## config.mk

```make
export PLATFORM = sky130hd
export DESIGN_NAME = mul_stage_arbiter_flat
export DESIGN_NICKNAME = d
export VERILOG_FILES = /design/src/rtl/mul_stage_arbiter_if.sv /design/src/rtl/mul_stage_arbiter.sv /design/src/flat_wrapper.sv
export SDC_FILE = /design/constraint.sdc
export NUM_CORES = 1
export LEC_CHECK = 0
export ABC_AREA = 1
export CORE_ASPECT_RATIO = 0.5
export CORE_UTILIZATION = 40
export CTS_CLUSTER_DIAMETER = 80
export DETAILED_ROUTE_END_ITERATION = 10
export PLACE_DENSITY = 0.94
export SLEW_MARGIN = 5
export SYNTH_ARGS = -nofsm -noshare
export SYNTH_HDL_FRONTEND = slang
export SYNTH_SLANG_ARGS = --single-unit
```

## constraint.sdc

```tcl
create_clock -name clk -period 7 [get_ports clk]
set_input_delay 1.75 -clock clk [delete_from_list [all_inputs] [get_ports clk]]
set_output_delay 1.75 -clock clk [all_outputs]
set_load 0.01 [all_outputs]
```

## src/rtl/mul_stage_arbiter_if.sv

```systemverilog
// Handshake bundle between the neuron-update requesters, the arbiter and the
// shared multiply stage. The master side is the requester lanes plus the
// multiplier; the slave side is the arbiter sitting between them.
interface mul_stage_arbiter_if #(
    parameter int N_REQ  = 4,
    parameter int DATA_W = 16
);
    logic [N_REQ-1:0]        req_valid;
    logic [N_REQ-1:0]        req_ready;
    logic [N_REQ*DATA_W-1:0] req_a;
    logic [N_REQ*DATA_W-1:0] req_b;

    logic [N_REQ-1:0]        rsp_valid;
    logic [N_REQ-1:0]        rsp_ready;
    logic [DATA_W-1:0]       rsp_data;

    logic                    mul_srcReady;
    logic                    mul_readyForInput;
    logic [DATA_W-1:0]       mul_in_A;
    logic [DATA_W-1:0]       mul_in_B;
    logic                    mul_outputReadyEn;
    logic                    mul_destReady;
    logic [DATA_W-1:0]       mul_result;

    modport master (
        output req_valid, req_a, req_b, rsp_ready,
        output mul_readyForInput, mul_outputReadyEn, mul_result,
        input  req_ready, rsp_valid, rsp_data,
        input  mul_srcReady, mul_in_A, mul_in_B, mul_destReady
    );

    modport slave (
        input  req_valid, req_a, req_b, rsp_ready,
        input  mul_readyForInput, mul_outputReadyEn, mul_result,
        output req_ready, rsp_valid, rsp_data,
        output mul_srcReady, mul_in_A, mul_in_B, mul_destReady
    );
endinterface

```

## src/rtl/mul_stage_arbiter.sv

```systemverilog
// Shares one multiply stage among N_REQ requesters. Issue slots are granted
// round-robin; the requester index of every accepted operation is queued in an
// in-order tag FIFO so each product can be routed back to its issuer.
module mul_stage_arbiter #(
    parameter int N_REQ        = 4,
    parameter int DATA_W       = 16,
    parameter int MAX_INFLIGHT = 4
) (
    input  logic                            clk,
    input  logic                            rst,
    mul_stage_arbiter_if.slave              bus,
    output logic [$clog2(MAX_INFLIGHT):0]   inflight,
    output logic                            err_orphan
);
    localparam int IDX_W = $clog2(N_REQ);
    localparam int PTR_W = $clog2(MAX_INFLIGHT);
    localparam int CNT_W = PTR_W + 1;

    logic [IDX_W-1:0]  rr_ptr;
    logic [IDX_W-1:0]  grant;
    logic [IDX_W-1:0]  cand;
    logic [IDX_W:0]    sum;
    logic              any_valid;
    logic [IDX_W-1:0]  head;
    logic [IDX_W-1:0]  tag_mem [MAX_INFLIGHT];
    logic [PTR_W-1:0]  wr_ptr;
    logic [PTR_W-1:0]  rd_ptr;
    logic [CNT_W-1:0]  count;
    logic              full;
    logic              empty;
    logic              can_issue;
    logic              issue;
    logic              deliver;
    logic [DATA_W-1:0] op_a;
    logic [DATA_W-1:0] op_b;
    logic [N_REQ-1:0]  ready_vec;
    logic [N_REQ-1:0]  rsp_vec;

    assign full  = (count == CNT_W'(MAX_INFLIGHT));
    assign empty = (count == '0);

    // Pick the first valid requester at or after rr_ptr, wrapping modulo N_REQ
    always_comb begin
        grant     = '0;
        any_valid = 1'b0;
        sum       = '0;
        cand      = '0;
        for (int k = 0; k < N_REQ; k++) begin
            sum = {1'b0, rr_ptr} + (IDX_W+1)'(k);
            if (sum >= (IDX_W+1)'(N_REQ)) begin
                sum = sum - (IDX_W+1)'(N_REQ);
            end
            cand = sum[IDX_W-1:0];
            if (!any_valid && bus.req_valid[cand]) begin
                grant     = cand;
                any_valid = 1'b1;
            end
        end
    end

    // Steer the granted requester's operands to the multiplier (zero when idle)
    always_comb begin
        op_a = '0;
        op_b = '0;
        for (int i = 0; i < N_REQ; i++) begin
            if (any_valid && grant == IDX_W'(i)) begin
                op_a = bus.req_a[i*DATA_W +: DATA_W];
                op_b = bus.req_b[i*DATA_W +: DATA_W];
            end
        end
    end

    // A full FIFO blocks issue even if it pops this cycle, keeping rsp_ready
    // off the srcReady path; rst gating keeps the handshake quiet in reset.
    assign can_issue = any_valid && !full && rst;
    assign issue     = can_issue && bus.mul_readyForInput;
    assign head      = tag_mem[rd_ptr];
    assign deliver   = bus.mul_outputReadyEn && bus.mul_destReady;

    // One-hot accept for the granted requester and result valid for the head tag
    always_comb begin
        ready_vec = '0;
        rsp_vec   = '0;
        if (issue) begin
            ready_vec[grant] = 1'b1;
        end
        if (bus.mul_outputReadyEn && !empty) begin
            rsp_vec[head] = 1'b1;
        end
    end

    assign bus.req_ready     = ready_vec;
    assign bus.rsp_valid     = rsp_vec;
    assign bus.rsp_data      = bus.mul_result;
    assign bus.mul_srcReady  = can_issue;
    assign bus.mul_in_A      = op_a;
    assign bus.mul_in_B      = op_b;
    assign bus.mul_destReady = !empty && bus.rsp_ready[head];
    assign inflight          = count;

    // Round-robin pointer, FIFO pointers, occupancy and sticky orphan flag
    always_ff @(posedge clk or negedge rst) begin
        if (!rst) begin
            rr_ptr     <= '0;
            wr_ptr     <= '0;
            rd_ptr     <= '0;
            count      <= '0;
            err_orphan <= 1'b0;
        end else begin
            if (issue) begin
                wr_ptr <= wr_ptr + PTR_W'(1);
                rr_ptr <= (grant == IDX_W'(N_REQ - 1)) ? '0 : grant + IDX_W'(1);
            end
            if (deliver) begin
                rd_ptr <= rd_ptr + PTR_W'(1);
            end
            if (issue && !deliver) begin
                count <= count + CNT_W'(1);
            end else if (!issue && deliver) begin
                count <= count - CNT_W'(1);
            end
            if (bus.mul_outputReadyEn && empty) begin
                err_orphan <= 1'b1;
            end
        end
    end

    // Tag storage; stale entries are harmless because the pointers are reset
    always_ff @(posedge clk) begin
        if (issue) begin
            tag_mem[wr_ptr] <= grant;
        end
    end
endmodule

```

## src/flat_wrapper.sv

```systemverilog
// flat-port wrapper written by rule: the top's interface ports become plain ports
module mul_stage_arbiter_flat 
#(
    parameter int N_REQ        = 4,
    parameter int DATA_W       = 16,
    parameter int MAX_INFLIGHT = 4
)
  (clk, rst, inflight, err_orphan, bus_req_valid, bus_req_a, bus_req_b, bus_rsp_ready, bus_mul_readyForInput, bus_mul_outputReadyEn, bus_mul_result, bus_req_ready, bus_rsp_valid, bus_rsp_data, bus_mul_srcReady, bus_mul_in_A, bus_mul_in_B, bus_mul_destReady);
  mul_stage_arbiter_if #(.N_REQ(N_REQ), .DATA_W(DATA_W)) bus_i ();
  input  logic clk;
  input  logic rst;
  output logic [$clog2(MAX_INFLIGHT):0] inflight;
  output logic err_orphan;
  input wire logic [$bits(bus_i.req_valid)-1:0] bus_req_valid;
  input wire logic [$bits(bus_i.req_a)-1:0] bus_req_a;
  input wire logic [$bits(bus_i.req_b)-1:0] bus_req_b;
  input wire logic [$bits(bus_i.rsp_ready)-1:0] bus_rsp_ready;
  input wire logic [$bits(bus_i.mul_readyForInput)-1:0] bus_mul_readyForInput;
  input wire logic [$bits(bus_i.mul_outputReadyEn)-1:0] bus_mul_outputReadyEn;
  input wire logic [$bits(bus_i.mul_result)-1:0] bus_mul_result;
  output wire logic [$bits(bus_i.req_ready)-1:0] bus_req_ready;
  output wire logic [$bits(bus_i.rsp_valid)-1:0] bus_rsp_valid;
  output wire logic [$bits(bus_i.rsp_data)-1:0] bus_rsp_data;
  output wire logic [$bits(bus_i.mul_srcReady)-1:0] bus_mul_srcReady;
  output wire logic [$bits(bus_i.mul_in_A)-1:0] bus_mul_in_A;
  output wire logic [$bits(bus_i.mul_in_B)-1:0] bus_mul_in_B;
  output wire logic [$bits(bus_i.mul_destReady)-1:0] bus_mul_destReady;
  assign bus_i.req_valid = bus_req_valid;
  assign bus_i.req_a = bus_req_a;
  assign bus_i.req_b = bus_req_b;
  assign bus_i.rsp_ready = bus_rsp_ready;
  assign bus_i.mul_readyForInput = bus_mul_readyForInput;
  assign bus_i.mul_outputReadyEn = bus_mul_outputReadyEn;
  assign bus_i.mul_result = bus_mul_result;
  assign bus_req_ready = bus_i.req_ready;
  assign bus_rsp_valid = bus_i.rsp_valid;
  assign bus_rsp_data = bus_i.rsp_data;
  assign bus_mul_srcReady = bus_i.mul_srcReady;
  assign bus_mul_in_A = bus_i.mul_in_A;
  assign bus_mul_in_B = bus_i.mul_in_B;
  assign bus_mul_destReady = bus_i.mul_destReady;
  mul_stage_arbiter #(.N_REQ(N_REQ), .DATA_W(DATA_W), .MAX_INFLIGHT(MAX_INFLIGHT)) u_core (.clk(clk), .rst(rst), .bus(bus_i), .inflight(inflight), .err_orphan(err_orphan));
endmodule
```

After elaboration in Yosys (flattened, before gate mapping). Memories as Yosys holds them, arrays and structs flattened. Cells that the tools add are included.

Memory bits (writable): 8. Output and inout port bits: 62. Memories: 1. Flip-flop bits (word level): 10. Logic and storage cells: 103. Input port bits: 156.

Order comparisons: 12. $add $sub $neg: 12. Equality and inequality tests: 4. Muxes and demuxes: 41. Reductions and logical operators: 28.

Memories: u_core.tag_mem (depth 4, bits a word 2, read ports 1, clocked after Yosys merged registers in 0, wr ports 1, line mul_stage_arbiter.sv:25) `logic [IDX_W-1:0] tag_mem [MAX_INFLIGHT];`.

Operators by type and width (count): 2-to-1 mux 16 bit (8); logical AND 1 bit (18); < comparator 2 x 3 -> 1 bit (second input constant) (6); 2-to-1 mux 2 bit (9); 2-to-1 mux 1 bit (13); binary-select mux 1 bit (select 2 bit) (5); greater-or-equal comparator 3 bit (second input constant) (3); 2-to-1 mux 4 bit (2); subtractor 2 x 1 -> 2 bit (second input constant) (4); zero test 1 bit (7); adder 2 x 1 -> 2 bit (second input constant) (3); adder 2 x 2 -> 3 bit (second input constant) (2); 2-to-1 mux 3 bit (2); demux 1 bit (select 2 bit) (2); == test 2 bit (second input constant) (2); greater-or-equal comparator 2 x 1 -> 1 bit (second input constant) (2); adder 2 x 1 -> 3 bit (second input constant) (1); adder 3 x 1 -> 3 bit (second input constant) (1); == test 3 bit (second input constant) (1); greater-or-equal comparator 2 x 3 -> 1 bit (second input constant) (1); zero test 3 bit (1); subtractor 3 x 1 -> 3 bit (second input constant) (1); == test 2 x 1 -> 1 bit (second input constant) (1); zero test 2 bit (1); nonzero test 2 bit (1).

Longest topological paths before layout.
Word-level depth: 21. Depth in mapped cells: 19. Mapped depth without buffers: 16.

Least setup slack after synthesis. Ideal clock, no wire load.

Path type: input to output. Start: in bus_req_valid[2]. End: out bus_mul_in_B[11]. Data required time: 5.250 ns. Slack: 1.537 ns. Stages: 18. Path buffers: 3. Data arrival time: 3.713 ns. Path through: inv_1 nand2_1 nand2_1 nand2_1 o21ai_1 nand3_2 buf_4 nand3_1 nand2_1 inv_1 ha_1 clkbuf_1 clkbuf_1 nand3_1 nand2_1 inv_2 nand2_1 nand2_1.

Longest elaborated chain between the ends: 18. Elaborated cells between the ends (all ways): 34. Classes of those cells: eq/ne: 3; mux: 20; reduce/logical: 11.

RTL lines: from (decl) (line flat_wrapper.sv:14) `input wire logic [$bits(bus_i.req_valid)-1:0] bus_req_valid;`; binary-select mux 1 bit (select 2 bit) (line mul_stage_arbiter.sv:54) `if (!any_valid && bus.req_valid[cand]) begin`; 2-to-1 mux 1 bit (not written as such) (line mul_stage_arbiter.sv:54); 2-to-1 mux 1 bit (line mul_stage_arbiter.sv:54); zero test 1 bit (line mul_stage_arbiter.sv:54); logical AND 1 bit (line mul_stage_arbiter.sv:54); 2-to-1 mux 1 bit (line mul_stage_arbiter.sv:54); zero test 1 bit (line mul_stage_arbiter.sv:54); logical AND 1 bit (line mul_stage_arbiter.sv:54); 2-to-1 mux 1 bit (line mul_stage_arbiter.sv:54); zero test 1 bit (line mul_stage_arbiter.sv:54); logical AND 1 bit (line mul_stage_arbiter.sv:54); 2-to-1 mux 2 bit (*) (line mul_stage_arbiter.sv:54); named net u_core.grant[0] (line mul_stage_arbiter.sv:20) `logic [IDX_W-1:0] grant;`; zero test 2 bit (line mul_stage_arbiter.sv:66) `if (any_valid && grant == IDX_W'(i)) begin`; logical AND 1 bit (line mul_stage_arbiter.sv:66); 2-to-1 mux 16 bit (3 in series) (line mul_stage_arbiter.sv:66); 2-to-1 mux 16 bit (*) (line mul_stage_arbiter.sv:66); to (decl) (line flat_wrapper.sv:26) `output wire logic [$bits(bus_i.mul_in_B)-1:0] bus_mul_in_B;`.

Mark *: on every way through the listed nets, which the timed path passes. The rest lies on a longest branch. The select of a mux whose other input is x is not followed.

Worst setup path after layout.
Start: in bus_req_valid[1]. End: out bus_mul_in_B[5].

The elaborated chain is that of the path after synthesis.

==> reports/summary.txt <==
==================================================================================
Max-cap violation count .............................................            0
Routing usage on met2 ...............................................        44.7%
TritonCTS Sinks .....................................................           18
Static Leakage ......................................................      2.65 nW
Number of buffers inserted by post-CTS setup repair .................            0
Via count ...........................................................         4125
Number of flops mapped to enable cells by yosys .....................            8
Worst setup SP type ................................................. primary input
Synth-to-Final Area Change ..........................................        57.1%
DRC .................................................................            0
Floorplan die width .................................................       129 um
Post-synthesis instance area ........................................ 0.00323 mm^2
Num CTS Buffers .....................................................            3
Max Buffers Root-to-Sink ............................................            2
Fraction of met1 tracks used by global routing ......................        28.5%
Area share of the largest cell type after synthesis .................        20.9%
Power Dens Cells ....................................................  717 mW/mm^2
Drt total wl ........................................................      10.7 mm
Worst hold-check path type .......................................... register to register
Overflow left after global routing ..................................            0
Post-Synthesis Net Count ............................................          772
Number of diodes added for antenna fixing ...........................            0
Die extent in y .....................................................      65.5 um
Sequential-to-total area share from yosys stat ......................        15.2%
Via count of the first global-routing pass ..........................         3804
Fin util ............................................................        67.0%
Largest net degree at the start of global routing ...................           65
Type of destination of the critical path ............................  output port
Post-route minimum period ...........................................      6.70 ns
Fraction of power spent switching nets ..............................        51.8%
Routability cong. ...................................................        0.938
Register bit total from synthesis ...................................           18
Final setup viols ...................................................            0
Required time reported for the critical path endpoint ...............      5.25 ns
Global-route wire length before repair ..............................      16.6 mm
Synth area leader ................................................... sky130_fd_sc_hd__nand3_1
Cell Count, Final, Fillers Out ......................................          855
Result of the run ................................................... complete, no violations
Worst Tran Pin Value ................................................     0.479 ns
Commonest cells post-synth .......................................... 174 x sky130_fd_sc_hd__nand2_1, 135 x sky130_fd_sc_hd__nand3_1, 92 x sky130_fd_sc_hd__inv_1
Estimated wirelength of the detail-placed design ....................      8.28 mm
Routed WL per cell ..................................................      12.5 um
Count of mapped cells out of synthesis ..............................          606
PortBufs ............................................................          185
Clock transition at path regs .......................................      0.05 ns
Cts-stage hold buffer count .........................................            0
Final hold vios .....................................................            0
# IOs ...............................................................          218
Switching power .....................................................      1.89 mW
Effective utilization at floorplan ..................................        42.7%
Arrival time at the worst endpoint ..................................      4.95 ns
Worst-case clock skew ...............................................   0.00461 ns
Relative slew slack .................................................        68.0%
Sum of negative setup slack .........................................         0 ns
Internal power of the cells .........................................      1.75 mW
Cell types with the largest area share after synthesis .............. sky130_fd_sc_hd__nand3_1 21%, sky130_fd_sc_hd__nand2_1 20%, sky130_fd_sc_hd__inv_1 11%
Reg2Reg Setup Slack .................................................      4.14 ns
Max Fclk ............................................................      149 MHz
Clk Latency, worst-skew pair ........................................      0.25 ns
Net count of the finished layout ....................................          914
First-pass iteration count of the detailed router ...................            5
Initial drt markers .................................................          216
Global-route layer with the greatest usage ..........................         met2
Cell row count ......................................................           22
Yosys cell types ....................................................           35
Commonest register cell after synthesis ............................. sky130_fd_sc_hd__dfrtp_1
CTS H-tree lvls .....................................................            1
Maximum net fanout on the critical path .............................           33
All-Layer GR Usage ..................................................        24.7%
Die outline area .................................................... 0.00846 mm^2
CTS tree ............................................................        built
Most frequent cell after synthesis .................................. sky130_fd_sc_hd__nand2_1
Met3 usage ..........................................................        2.61%
Setup Crit Path Kind ................................................ primary input to output port
Mean Syn Cell Area ..................................................    5.33 um^2
Warnings, synthesis .................................................            0
Total power consumption of the routed design ........................      3.64 mW
Setup repair after global routing missed its margin .................        false
Relative contribution of sequential cells to total power ............         5.9%
Fraction of registers with async set/reset ..........................        55.6%
Share of final-layout standard cells stronger than drive strength 1 .        7.63%
Placeable core region ............................................... 0.00757 mm^2
Cell Count Post-Placement ...........................................          851
Initial antenna violation count .....................................            0
Max IR drop VDD .....................................................     0.670 mV
Share of the cycle needed by the critical path after routing ........        95.8%
Post-cts gate resize count ..........................................            0
Final Slew Violations ...............................................            0
Power share of the clock group ......................................         3.4%
Cell at the root of the clock tree .................................. sky130_fd_sc_hd__clkbuf_16
Antenna violation net count after detailed routing ..................            0
Gate power share ....................................................        90.6%
Routed via count divided by cell count ..............................         4.82
==================================================================================
==> layer usage <==
layer,part of all wire [%],up-vias
li1,-,2103
met1,41,1791
met2,49,185
met3,5.8,46
met4,5.1,0
met5,0,-
==> cell usage in the layout (no fill, tap or decap), types with 4 or more instances in the layout <==
| cell type | n |
|---|---|
| sky130_fd_sc_hd__inv_1 | 92 |
| sky130_fd_sc_hd__nand3_1 | 135 |
| sky130_fd_sc_hd__edfxtp_1 | 8 |
| sky130_fd_sc_hd__dfrtp_1 | 10 |
| sky130_fd_sc_hd__o21ai_1 | 5 |
| sky130_fd_sc_hd__ha_1 | 8 |
| sky130_fd_sc_hd__nor2_1 | 51 |
| sky130_fd_sc_hd__nand2_2 | 5 |
| sky130_fd_sc_hd__inv_2 | 32 |
| sky130_fd_sc_hd__nand4_1 | 4 |
| sky130_fd_sc_hd__nand2_1 | 174 |
| sky130_fd_sc_hd__clkdlybuf4s50_1 | 185 |
==> area by class of cell <==
class	instances	area, um^2
repair buffers	191	1940
well taps	108	135
fillers	643	2500
flip-flops and latches	18	490
clock buffers	4	88.8
inverters	125	470
multi-input cells	409	1950
==> sequential cells by signal, summed over array words and instances (netlist names) <==
signal,count
u_core.err_orphan,1
u_core.rr_ptr,2
u_core.wr_ptr,2
u_core.rd_ptr,2
u_core.tag_mem,8
u_core.inflight,3
==> power by group through the flow <==
| stage | clock (mW) | sequential [mW] | combinational [mW] |
|---|---|---|---|
| finish | 0.125 | 0.216 | 3.30 |
| global route | 0.131 | 0.223 | 3.65 |
| CTS | 0.128 | 0.215 | 3.31 |
| detailed placement | 0 | 0.216 | 3.29 |
| global placement | 0 | 0.210 | 3.22 |
| floorplan | 0 | 0.199 | 2.02 |
==> cell families after synthesis <==
logic type	share of synthesized area, %
simple gates	52.5
compound gates	2.09
fa+ha+maj	4.11
buf+inv	24.7
flops	15.2
xor+xnor	1.09
mux	0.349
==> critical path: stages <==
cell,delay (ns)
sky130_fd_sc_hd__clkdlybuf4s50_1,0.43
sky130_fd_sc_hd__nand2_1,0.08
sky130_fd_sc_hd__o21ai_1,0.07
sky130_fd_sc_hd__o21ai_1,0.36
sky130_fd_sc_hd__nand2_1,0.12
sky130_fd_sc_hd__o211ai_1,0.20
sky130_fd_sc_hd__nand2_1,0.13
sky130_fd_sc_hd__inv_1,0.18
sky130_fd_sc_hd__ha_1,0.30
sky130_fd_sc_hd__nand2_8,0.17
sky130_fd_sc_hd__clkinv_2,0.38
sky130_fd_sc_hd__nand2_1,0.12
sky130_fd_sc_hd__nand2_1,0.10
sky130_fd_sc_hd__clkdlybuf4s50_1,0.53
==> path summary, 6_finish.rpt <==
path	from	end	cells past startpoint
min in group asynchronous	rst	u_core.inflight[2]$_DFFE_PN0P_	1
max reg2reg	u_core.rr_ptr[0]$_DFFE_PN0P_	u_core.inflight[2]$_DFFE_PN0P_	14
min reg2reg	u_core.err_orphan$_DFFE_PN0P_	u_core.err_orphan$_DFFE_PN0P_	1
max in group asynchronous	rst	u_core.inflight[1]$_DFFE_PN0P_	1
min	u_core.err_orphan$_DFFE_PN0P_	u_core.err_orphan$_DFFE_PN0P_	1
max	bus_req_valid[1]	bus_mul_in_B[5]	14
==> stage by stage <==
step | hold WS [ns] | setup WS [ns] | cell area [um^2]
finish | 0.462 | 0.295 | 5070
CTS | 0.463 | 0.263 | 5070
global route | 0.496 | 0.0466 | 5070
detailed placement | 0.447 | 0.260 | 4980
global placement | 0.441 | 0.349 | 4980
floorplan | 0.493 | 1.54 | 3230
No activity file was read; power rests on OpenSTA's default activity.
==> RTL edit 1: new RTL, config.mk and constraints unchanged <==
Register the output `err_orphan` once more, cleared by the reset; this adds one clock of latency there. The other outputs are not delayed to match.
--- a/src/rtl/mul_stage_arbiter.sv
+++ b/src/rtl/mul_stage_arbiter.sv
@@ -17,2 +17,4 @@
     localparam int CNT_W = PTR_W + 1;
+
+    logic err_orphan_s0;
 
@@ -107,3 +109,3 @@
             count      <= '0;
-            err_orphan <= 1'b0;
+            err_orphan_s0 <= 1'b0;
         end else begin
@@ -122,3 +124,3 @@
             if (bus.mul_outputReadyEn && empty) begin
-                err_orphan <= 1'b1;
+                err_orphan_s0 <= 1'b1;
             end
@@ -133,2 +135,10 @@
     end
+    always_ff @(posedge clk or negedge rst) begin
+        if (!rst) begin
+            err_orphan <= '0;
+        end else begin
+            err_orphan <= err_orphan_s0;
+        end
+    end
+
 endmodule
Check against the original RTL: not equivalent (Yosys sat finds a counterexample within 4 cycles, from zero or initial values and one cycle with rst low).
==> RTL edit 1 against the unedited design <==
  * Sequential share of layout area is 0.55 points higher
  * Clock power is 9% lower
  * Area after synthesis grew 0.66%
  * Power down 1.3%
  * Die area rose by 0.64%
  * Worst setup slack improved by 37 ps
  * Non-clock buffer count rose by 2
  * Highest routed layer unchanged
  * Sequential power rose by 3%
  * Global-route usage fell by 0.35 points
  * Register-to-register slack worse by 1000 ps
  * Wire length shrank 0.80%
  * Design area is 0.54% lower
  * Sequential cell count is 1 higher
==> RTL edit 1: results (changes against the unedited design) <==
Timing
  – Final period utilization: 95.2% (-0.54 points)
  – Slew headroom: 35.9% (-32 points)
  – Layout Skew: 1.21 ps (-3.41 ps)

Critical path
  – CP max stage cell: clkdlybuf4s50_1
  – Cell count of the worst reg-to-reg path: 15 (+1)
  – Crit path arrival time: 4920 ps (-30 ps)
  – R2r setup slk: 3140 ps (-1000 ps)
  – CP endpoint: bus_mul_in_A[15]
  – Slowest stage delay, CP: 530 ps (about the same)

Global routing
  – Vias in the first global route: 3,687 (-3.1%)
  – Aggregate global-route resource usage: 24.3% (-0.35 points)
  – Largest net degree at the start of global routing: 101 (+55%)

Placed design
  – Gpl congestion: 0.903 (-3.8%)
  – Dpl ws: 397 ps (+137 ps)
  – Detail Placement HPWL: 8230 µm (-0.58%)

Yosys
  – Asr flop ratio synth: 57.9% (+2.3 points)
  – Top cells by area, synth: nand3_1, nand2_1, inv_1
  – Post-Synth XOR/XNOR Area: 1.08% (-0.0071 points)
  – Top cells by count, synth: nand2_1, nand3_1, inv_1
  – Flops & latches, synth: 19 (+1)
  – Post-synthesis compound-gate area fraction: 2.08% (-0.014 points)
  – Synth cell types: 34 (-2.9%)
  – Post-synthesis sequential area ratio: 15.9% (+0.67 points)
  – Synth Area per Inst: 5.38 µm² (+0.99%)
  – Mux contribution to synthesized area: 0.346% (-0.0023 points)
  – Post-synthesis adder-cell area fraction: 4.08% (-0.027 points)

Pwr
  – Sequential logic power: 223 µW (+3%)
  – VDD IR max: 0.500 mV (-25%)
  – Switching part of the total: 52.5% (+0.66 points)
  – Static leakage: 2.64 nW (-0.18%)
  – Comb. pwr: 3.26 mW (-1%)
  – P per Cell Area: 712 nW/µm² (-0.72%)

Final layout
  – Signal buf overhead: 37.9% (-0.31 points)
  – Buffers excl. clock: 193 (+1.0%)
  – Clock-cell share of area: 1.59% (-0.16 points)
  – Share of layout cells above drive strength 1: 7.76% (+0.13 points)
  – Filler cells: 673 (+4.7%)
  – Fraction of area in multi-input gates: 38.3% (-0.11 points)
  – Multi-Input Combinational: 406 (-0.73%)
  – Sequential Area: 515 µm² (+5.1%)

Detailed routing
  – Final wirelength: 10,600 µm (-0.80%)
  – Wire length per cell: 12.4 µm (-0.80%)
  – DR pass1 iterations: 7 (+2)

Min path
  – Hold Crit Start: u_core.err_orphan_s0

CTS
  – Clock Path Buffers: 2 (unchanged)

Run status
  – Status: complete, no violations
==> RTL edit 1: layer usage <==
metal | routed length [µm] | track usage [%] | vias to the layer above | part of all wire [%]
li1 | - | - | 2101 | -
met1 | 4280 | 29.5 | 1759 | 41
met2 | 5280 | 44.4 | 180 | 50
met3 | 657 | 2.28 | 32 | 6.2
met4 | 345 | 10.5 | 0 | 3.3
met5 | 0 | 0 | - | 0
==> RTL edit 1: how the worst min path moves through the flow <==
stage | endpoint | slack, ps | cells past startpoint
after floorplan | u_core.err_orphan | 360 | 0
after global placement | u_core.err_orphan | 370 | 0
after detailed placement | u_core.err_orphan | 380 | 0
after CTS | u_core.err_orphan | 390 | 0
after global routing | u_core.err_orphan | 400 | 0
final | u_core.err_orphan | 380 | 0
==> RTL edit 1: stage by stage <==
step	hold slack, ps	area (µm²)
final	382	5050
after global routing	399	5050
after CTS	389	5050
after detailed placement	378	4970
after global placement	365	4970
after floorplan	355	3250
==> RTL edit 2: new RTL, same settings <==
Made on the original files. `DATA_W` is set to 16 in 3 places; all go to 32.
--- a/src/rtl/mul_stage_arbiter_if.sv
+++ b/src/rtl/mul_stage_arbiter_if.sv
@@ -5,3 +5,3 @@
     parameter int N_REQ  = 4,
-    parameter int DATA_W = 16
+    parameter int DATA_W = 32
 );
--- a/src/rtl/mul_stage_arbiter.sv
+++ b/src/rtl/mul_stage_arbiter.sv
@@ -5,3 +5,3 @@
     parameter int N_REQ        = 4,
-    parameter int DATA_W       = 16,
+    parameter int DATA_W       = 32,
     parameter int MAX_INFLIGHT = 4
--- a/src/flat_wrapper.sv
+++ b/src/flat_wrapper.sv
@@ -4,3 +4,3 @@
     parameter int N_REQ        = 4,
-    parameter int DATA_W       = 16,
+    parameter int DATA_W       = 32,
     parameter int MAX_INFLIGHT = 4
Interface: changed (6 resized); port bits go from 218 to 410. The function was not compared with the original's and may differ.
==> RTL edit 2 against the unedited design <==
  * Synthesized cell count is 71% higher
  * Die area is 57% higher
  * Via count is 75% higher
  * Sequential cell count stayed put
  * Area after synthesis is 58% higher
  * Worst hold slack better by 69 ps
  * Wire length is 98% higher
  * Design area is 67% higher
  * Worst setup slack worse by 55 ps
  * Register-to-register slack worse by 550 ps
  * Critical path type unchanged
Power is left out: the tool's default activity adds up to more than one toggle a clock period on the data nets, which glitch-free logic cannot reach.
==> RTL edit 2: results (changes against the unedited design) <==
Global routing
  – Global-route wire length before repair: 31,700 µm (+91%)
  – Aggregate global-route resource usage: 29.6% (+4.9 points)
  – Vias in the first global route: 6,481 (+70%)
  – Largest net degree at the start of global routing: 128 (+97%)

Detailed routing
  – Starting DRT DRC Count: 695 (+220%)
  – Vias: 7,225 (+75%)
  – Wire length per cell: 14.3 µm (+15%)

Yosys
  – Post-synthesis adder-cell area fraction: 2.60% (-1.5 points)
  – Synth cell types: 35 (unchanged)
  – Top cells by count, synth: nand2_1, nand3_1, inv_1
  – Number of enable flip-flop cells after synthesis: 8 (unchanged)
  – Mux contribution to synthesized area: 0.221% (-0.13 points)
  – Post-synthesis sequential area ratio: 9.61% (-5.6 points)
  – Post-Synthesis Net Count: 1,349 (+75%)
  – Post-Synth XOR/XNOR Area: 0.686% (-0.40 points)
  – Warnings, synthesis: 0 (unchanged)
  – Top cells by area, synth: nand3_1, nand2_1, inv_1
  – Post-synthesis compound-gate area fraction: 1.40% (-0.70 points)

Critical path
  – Crit path arrival time: 5010 ps (+60 ps)
  – Max FO, Critical Path: 22 (-33%)
  – Slowest stage delay, CP: 570 ps (+40 ps)

Placed design
  – Dpl ws: 271 ps (+11.5 ps)
  – Gpl congestion: 0.995 (+6.1%)
  – Buffers added on ports: 345 (+86%)
  – Detail Placement HPWL: 16,500 µm (+99%)
  – Post-DP Area: 8390 µm² (+68%)

Run status
  – Status: complete, no violations

CTS
  – Clk Latency, worst-skew pair: between 200 and 250 ps
  – CTS root buffer: clkbuf_16

Timing
  – Slew headroom: 57.3% (-11 points)
  – Layout Skew: 1.13 ps (-3.49 ps)
  – Final hold vios: 0 (unchanged)

Final layout
  – Share of layout cells above drive strength 1: 3.07% (-4.6 points)
  – Final nets: 1,614 (+77%)
  – Filler cells: 1,050 (+63%)

Min path
  – Hold Crit Class: reg -> reg
## RTL edit 2: cell types whose count changed after synthesis, moves of 3 or more
cell | unedited run | this run
nand2_1 | 174 | 303
nand3_1 | 135 | 263
inv_1 | 92 | 158
clkinv_1 | 0 | 60
nor2_1 | 51 | 83
inv_2 | 33 | 3
clkbuf_1 | 13 | 30
buf_4 | 25 | 38
buf_2 | 11 | 22
buf_6 | 2 | 8
o21ai_1 | 5 | 1
buf_1 | 2 | 5
o21ai_0 | 2 | 5
## RTL edit 2: logic make-up (layout without fill, tap and decap cells)
kind of cell | Yosys count | count (layout)
XOR/XNOR | 4 | 4
AO/OA/AOI/OAI | 12 | 12
AND/OR/NAND/NOR | 670 | 670
flip-flops | 18 | 18
buffers and inverters | 324 | 588
multiplexers | 1 | 1
adder cells (fa/ha/maj) | 10 | 10
## RTL edit 2: final timing paths
path	startpoint	depth (start not counted)	end	slack, ps
setup / recovery	bus_req_valid[0]	17	bus_mul_in_B[4]	240
hold / removal	u_core.err_orphan	1	u_core.err_orphan	530
setup reg to reg	u_core.rr_ptr[0]	16	u_core.inflight[2]	3590
hold reg to reg	u_core.err_orphan	1	u_core.err_orphan	530
max in group asynchronous	rst	1	u_core.wr_ptr[0]	4810
min in group asynchronous	rst	1	u_core.inflight[2]	1850
## RTL edit 2: layout make-up
class,instances,area [µm²],area share [%]
multi-input cells,697,3190,37.6
flip-flops and latches,18,490,5.79
well taps,165,206,2.44
inverters,221,830,9.79
repair buffers,363,3680,43.5
clock buffers,4,78.8,0.930
## RTL edit 2: worst max-delay path, delay by kind of cell
kind	cells	cell delay (ps)
buffers and inverters	5	1500
and+or+nand+nor	11	1340
adders and majority gates	1	410
## RTL edit 2: through the flow
step | hold slack [ps] | setup TNS (ps) | cells
6_report | 531 | 0 | 1468
4_1_cts | 497 | 0 | 1468
2_1_floorplan | 493 | 0 | 1039
5_1_grt | 532 | -2.86 | 1468
3_3_place_gp | 461 | 0 | 1464
3_5_place_dp | 464 | 0 | 1464
## RTL edit 2: repair_timing
action                     CTS  global route
gates resized for setup      0             2
setup buffers                0             0
setup endpoints to repair    0            12
## RTL edit 2: layer usage
| layer | vias to the layer above | routed length (µm) | global-route usage (%) |
|---|---|---|---|
| met2 | 284 | 10500 | 53.3 |
| met1 | 3259 | 8610 | 37.4 |
| met5 | - | 0 | 0 |
| li1 | 3634 | - | - |
| met3 | 48 | 1440 | 4.24 |
| met4 | 0 | 435 | 7.74 |
